[config.mk]
export PLATFORM = sky130hd
export DESIGN_NAME = rx_frame_parser
export DESIGN_NICKNAME = d
export VERILOG_FILES = /design/src/rtl/rx_frame_parser_pkg.sv /design/src/rtl/rx_frame_parser_crc16.sv /design/src/rtl/rx_frame_parser.sv
export SDC_FILE = /design/constraint.sdc
export NUM_CORES = 1
export LEC_CHECK = 0
export BUFFER_PORTS_ARGS = -buffer_cell sky130_fd_sc_hd__buf_2
export CAP_MARGIN = 20
export CORE_MARGIN = 2
export CORE_UTILIZATION = 35
export DETAILED_ROUTE_END_ITERATION = 12
export MAX_ROUTING_LAYER = met4
export PLACE_DENSITY = 0.61
export SYNTH_ARGS = -nofsm -noshare
export SYNTH_HDL_FRONTEND = slang
export SYNTH_SLANG_ARGS = --single-unit
[constraint.sdc]
create_clock -name sys_clk -period 3 [get_ports sys_clk]
set_clock_uncertainty 0.15 [all_clocks]
set_input_delay 0.6 -clock sys_clk [delete_from_list [all_inputs] [get_ports sys_clk]]
set_output_delay 0.6 -clock sys_clk [all_outputs]
set_load 0.1 [all_outputs]
[src/rtl/rx_frame_parser_pkg.sv]
// Shared frame definitions for the receive parser and the transmit frame generator:
// state encodings, error codes and CRC-16/MODBUS constants.
package rx_frame_parser_pkg;

   typedef enum logic [2:0] {
      S_ID1  = 3'd0,
      S_ID2  = 3'd1,
      S_CNT1 = 3'd2,
      S_CNT2 = 3'd3,
      S_CMD  = 3'd4,
      S_CRC1 = 3'd5,
      S_CRC2 = 3'd6
   } state_t;

   localparam logic [1:0]  ERR_TIMEOUT = 2'd0;
   localparam logic [1:0]  ERR_ID      = 2'd1;
   localparam logic [1:0]  ERR_LEN     = 2'd2;
   localparam logic [1:0]  ERR_CRC     = 2'd3;

   localparam logic [15:0] CRC_INIT  = 16'hFFFF;
   localparam logic [15:0] CRC_POLY  = 16'hA001;
   localparam logic [15:0] FRAME_CNT = 16'h0001;

   // One reflected shift of the CRC register.
   function automatic logic [15:0] crc_bit_step(input logic [15:0] c);
      crc_bit_step = c[0] ? ((c >> 1) ^ CRC_POLY) : (c >> 1);
   endfunction

endpackage

[src/rtl/rx_frame_parser_crc16.sv]
// Combinational CRC-16/MODBUS update for one byte, LSB first, fully unrolled.
module crc16_byte
   import rx_frame_parser_pkg::*;
(
   input  logic [15:0] crc_in,
   input  logic [7:0]  data,
   output logic [15:0] crc_out
);

   logic [15:0] stage [0:8];

   always_comb begin
      stage[0] = crc_in ^ {8'h00, data};
      for (int i = 0; i < 8; i++) begin
         stage[i+1] = crc_bit_step(stage[i]);
      end
      crc_out = stage[8];
   end

endmodule

[src/rtl/rx_frame_parser.sv]
// Byte-stream frame parser: ID1 ID2 CNT1 CNT2 CMD CRC1 CRC2, with ID/length/CRC
// checking and an inter-byte timeout; accepted commands appear on cmd/cmd_flag.
module rx_frame_parser
   import rx_frame_parser_pkg::*;
#(
   parameter logic [15:0] DEV_ID      = 16'h0000,
   parameter int unsigned TIMEOUT_CYC = 100000,
   parameter bit          CRC_EN      = 1'b1
) (
   input  logic       sys_clk,
   input  logic       sys_rst,
   input  logic [7:0] rx_data,
   input  logic       rx_data_flag,
   output logic [7:0] cmd,
   output logic       cmd_flag,
   output logic       frame_err,
   output logic [1:0] err_code
);

   localparam int          TW     = $clog2(TIMEOUT_CYC + 1);
   localparam logic [TW-1:0] T_LAST = TW'(TIMEOUT_CYC - 1);

   state_t        state;
   logic [15:0]   crc;
   logic [15:0]   crc_next;
   logic [TW-1:0] tcnt;
   logic [7:0]    cnt_hi;
   logic [7:0]    cmd_buf;
   logic          crc_hi_ok;

   crc16_byte u_crc (
      .crc_in  (crc),
      .data    (rx_data),
      .crc_out (crc_next)
   );

   // Frame payload capture; only meaningful while the FSM sits in the matching state.
   always_ff @(posedge sys_clk) begin
      if (rx_data_flag) begin
         case (state)
            S_CNT1:  cnt_hi    <= rx_data;
            S_CMD:   cmd_buf   <= rx_data;
            S_CRC1:  crc_hi_ok <= (rx_data == crc[15:8]);
            default: ;
         endcase
      end
   end

   always_ff @(posedge sys_clk or negedge sys_rst) begin
      if (!sys_rst) begin
         state     <= S_ID1;
         crc       <= CRC_INIT;
         tcnt      <= '0;
         cmd       <= 8'h00;
         cmd_flag  <= 1'b0;
         frame_err <= 1'b0;
         err_code  <= ERR_TIMEOUT;
      end else begin
         cmd_flag  <= 1'b0;
         frame_err <= 1'b0;
         if (rx_data_flag) begin
            // A byte always wins over an expiring timeout.
            tcnt <= '0;
            case (state)
               S_ID1: begin
                  if (rx_data == DEV_ID[15:8]) begin
                     state <= S_ID2;
                     crc   <= crc_next;
                  end
               end
               S_ID2: begin
                  if (rx_data == DEV_ID[7:0]) begin
                     state <= S_CNT1;
                     crc   <= crc_next;
                  end else begin
                     state     <= S_ID1;
                     crc       <= CRC_INIT;
                     frame_err <= 1'b1;
                     err_code  <= ERR_ID;
                  end
               end
               S_CNT1: begin
                  state <= S_CNT2;
                  crc   <= crc_next;
               end
               S_CNT2: begin
                  if ({cnt_hi, rx_data} == FRAME_CNT) begin
                     state <= S_CMD;
                     crc   <= crc_next;
                  end else begin
                     state     <= S_ID1;
                     crc       <= CRC_INIT;
                     frame_err <= 1'b1;
                     err_code  <= ERR_LEN;
                  end
               end
               S_CMD: begin
                  state <= S_CRC1;
                  crc   <= crc_next;
               end
               S_CRC1: state <= S_CRC2;
               S_CRC2: begin
                  if (!CRC_EN || (crc_hi_ok && rx_data == crc[7:0])) begin
                     cmd      <= cmd_buf;
                     cmd_flag <= 1'b1;
                  end else begin
                     frame_err <= 1'b1;
                     err_code  <= ERR_CRC;
                  end
                  state <= S_ID1;
                  crc   <= CRC_INIT;
               end
               default: begin
                  state <= S_ID1;
                  crc   <= CRC_INIT;
               end
            endcase
         end else if (state != S_ID1) begin
            if (tcnt == T_LAST) begin
               state     <= S_ID1;
               crc       <= CRC_INIT;
               tcnt      <= '0;
               frame_err <= 1'b1;
               err_code  <= ERR_TIMEOUT;
            end else begin
               tcnt <= tcnt + 1'b1;
            end
         end
      end
   end

endmodule

==> results.ini <==
[clock_network]
cts_tree = done
cts_sinks = 65
ctsHoldBuffers = 0
clockBufferDepth = 2
insertion_delay_ns = 0.35
clk_pin_slew_worst_paths_ns = 0.09
numCtsBuffers = 9
h-tree-depth = 3
cts.repair.resized = 0
post_cts_buffers = 0
cts-root-buf = clkbuf_8

[route]
first_pass_iters = 4
wl_per_cell_um = 15.8
wl_mm = 6.69
drt-vias-per-instance = 5.28
vias = 2237
antenna_left = 0
drt_iter0_markers = 105
drc = 0

[synthesis]
synth_top_cell_by_area = dfrtp_1
post_synth.cell_area_avg_um2 = 11.8
syn_inst = 274
yosys_register_bits = 65
synth-simple-area-share_pct = 16.0
synthTopCellsByArea = dfrtp_1 25%, edfxtp_1 16%, dfstp_2 13%, xnor2_1 6.2%, a2bb2oi_1 4.3%
seq_area_frac_synth_pct = 53.7
synth-async-reset-ratio_pct = 73.8
synthesis.nets = 289
synthAdderAreaFrac_pct = 1.55
synth-edff-count = 17
synth_compound_area_share_pct = 10.5
synth_area_um2 = 3220
synthXorXnorAreaFrac_pct = 11.9
synth_top_family_by_area = simple AND/OR/NAND/NOR gates
synth_top_area_share_pct = 24.8
ys.flop_type = dfrtp_1
yosysUniqueCellTypes = 52
muxShareOfSynthArea_pct = 3.45
yosysWarnings = 0

[placed_design]
io_buffers = 22
finalWeightedCongestion = 0.849
place_area_um2 = 3490
dp_cells = 407
hpwl_mm = 4.73

[die]
die_w_um = 100
die_y_um = 100
rows = 35
pin_count = 23
initial_core_util_pct = 35.4
core_area_um2 = 9110
dieArea_um2 = 10000

[worst_setup_path]
cp_max_fo = 2
start_kind = register
cp.required_ns = 3.13
slowest_stage = dfstp_2
critPathKind = register to register
critPathTopFamily = XOR/XNOR gates
endpoint_kind = register
reg2reg_depth = 7
cp_common_cell = xnor2_1
cp.arrival_ns = 2.63
crit_chain = xnor2_1 > ha_1 > xor3_1 > xnor3_1 > xnor3_2 > xnor2_1 > a2bb2oi_1
path_buf_inv = 0
cp_num_cells = 7
slowest_delay_ns = 0.55

[final_layout]
syn_to_final_growth_pct = 14.9
ff_latch_area_um2 = 1730
fill_cells = 882
antennaDiodeCount = 0
nets = 323
layout_commonest_cell = dfrtp_1
layout_common_cells = 32 x dfrtp_1, 23 x xnor2_1, 22 x nor2_1, 22 x buf_2, 21 x nand2_1
final_area_um2 = 3710
drive_gt1_share_pct = 26.8
stdcell_count = 424
multi_input_area_um2 = 1410

[pwr]
power_density_nw_per_um2 = 574
cellLeakagePower_uw = 0.00158
max-vdd-ir-drop_uv = 303

[worst_hold_path]
hp-class = input pin to async pin

[sta]
rsz0062_at_grt = no
max_freq_mhz = 399
relSlewSlack_pct = 57.4
tns_ns = 0
finalSetupViolCount = 0
min_period_ns = 2.51
hold_violations = 0
worst_pin_slew_ns = 0.637
final_max_slew_viol_count = 0
finalCritPeriodShare_pct = 83.5

[grt]
grt_pass1_wl_mm = 11.3
gr-usage-all-layers_pct = 14.9
first_global_vias = 2224
grt-ovfl-total = 0
antenna_found_initial = 0
grt_max_degree = 43

[outcome]
status = complete, no violations

[flow_run]
maxCapViolCount = 0

==> worst paths after layout <==
kind                            slack [ns]       start  endpoint
worst max-delay path                  0.49      crc[1]    crc[0]
worst min-delay path                  0.07     sys_rst    cmd[4]
worst max register to register        0.49      crc[1]    crc[0]
worst min register to register        0.33  cmd_buf[2]    cmd[2]
max in group asynchronous             1.90     sys_rst   crc[12]
min in group sys_clk                  0.33  cmd_buf[2]    cmd[2]
==> sequential cells by signal, summed over array words and instances (netlist names) <==
signal / flops
cmd: 8
cmd_buf: 8
cmd_flag: 1
cnt_hi: 8
crc: 16
crc_hi_ok: 1
err_code: 2
frame_err: 1
state: 3
tcnt: 17
==> report_power, final <==
part	total (uW)	internal, uW	switching [uW]	leakage (uW)
sequential	1010	974	40.4	0.000768
combinational	414	200	213	0.000732
clock	700	314	387	0.0000848
==> synthesized netlist by cell type (2+ instances only) <==
cell type,number
xor2_1,11
mux2_2,9
nor2_1,22
xnor2_1,23
a21oi_1,5
dfrtp_1,32
nor3_1,9
and3_1,4
o21ai_0,4
o32ai_1,2
inv_1,7
nor4_1,3
a21o_1,3
and2_1,2
nand3_1,10
nor4b_1,3
buf_6,2
edfxtp_1,17
buf_2,6
o21ai_1,2
dfstp_2,16
a22o_1,3
clkbuf_1,2
a2bb2oi_1,16
nand4_1,8
or4_1,4
nand2_1,21
ha_1,4
==> worst register-to-register path: stages, from the launching register on <==
cell and delay (ns):
dfstp_2 0.55, xnor2_1 0.11, ha_1 0.36, xor3_1 0.43
xnor3_1 0.27, xnor3_2 0.29, xnor2_1 0.14, a2bb2oi_1 0.16
==> logic make-up (layout without fill, tap and decap cells) <==
logic type      count (synthesis)  count (layout)
mux                            10              10
compound gates                 43              43
simple gates                   96              96
fa+ha+maj                       4               4
xor+xnor                       38              38
flops                          65              65
buf+inv                        18              57
==> layer usage <==
| layer | track usage, % | share of wire (%) | up-vias |
|---|---|---|---|
| met3 | 3.48 | 3.2 | 9 |
| met5 | - | 0 | - |
| li1 | - | - | 1071 |
| met4 | 5.58 | 1.1 | 0 |
| met1 | 19.5 | 47 | 1122 |
| met2 | 22.9 | 49 | 35 |
==> layout make-up <==
type / count / area share, %
multi-input cells: 191 / 37.9
clock inverters: 7 / 1.62
repair buffers: 34 / 5.94
inverters: 7 / 0.709
well taps: 111 / 3.75
clock buffers: 9 / 3.34
flip-flops and latches: 65 / 46.7
==> metrics by stage <==
stage	util, %	hold slack, ns	setup slack (ns)	total power [uW]
2_1_floorplan	-	0.154	0.514	1340
3_3_place_gp	38.4	0.308	0.158	1440
3_5_place_dp	38.4	0.316	0.139	1440
4_1_cts	40.4	0.283	0.476	2150
5_1_grt	40.7	0.0946	0.378	2240
6_report	40.7	0.0733	0.494	2130
Power figures use the tool's default switching activity.
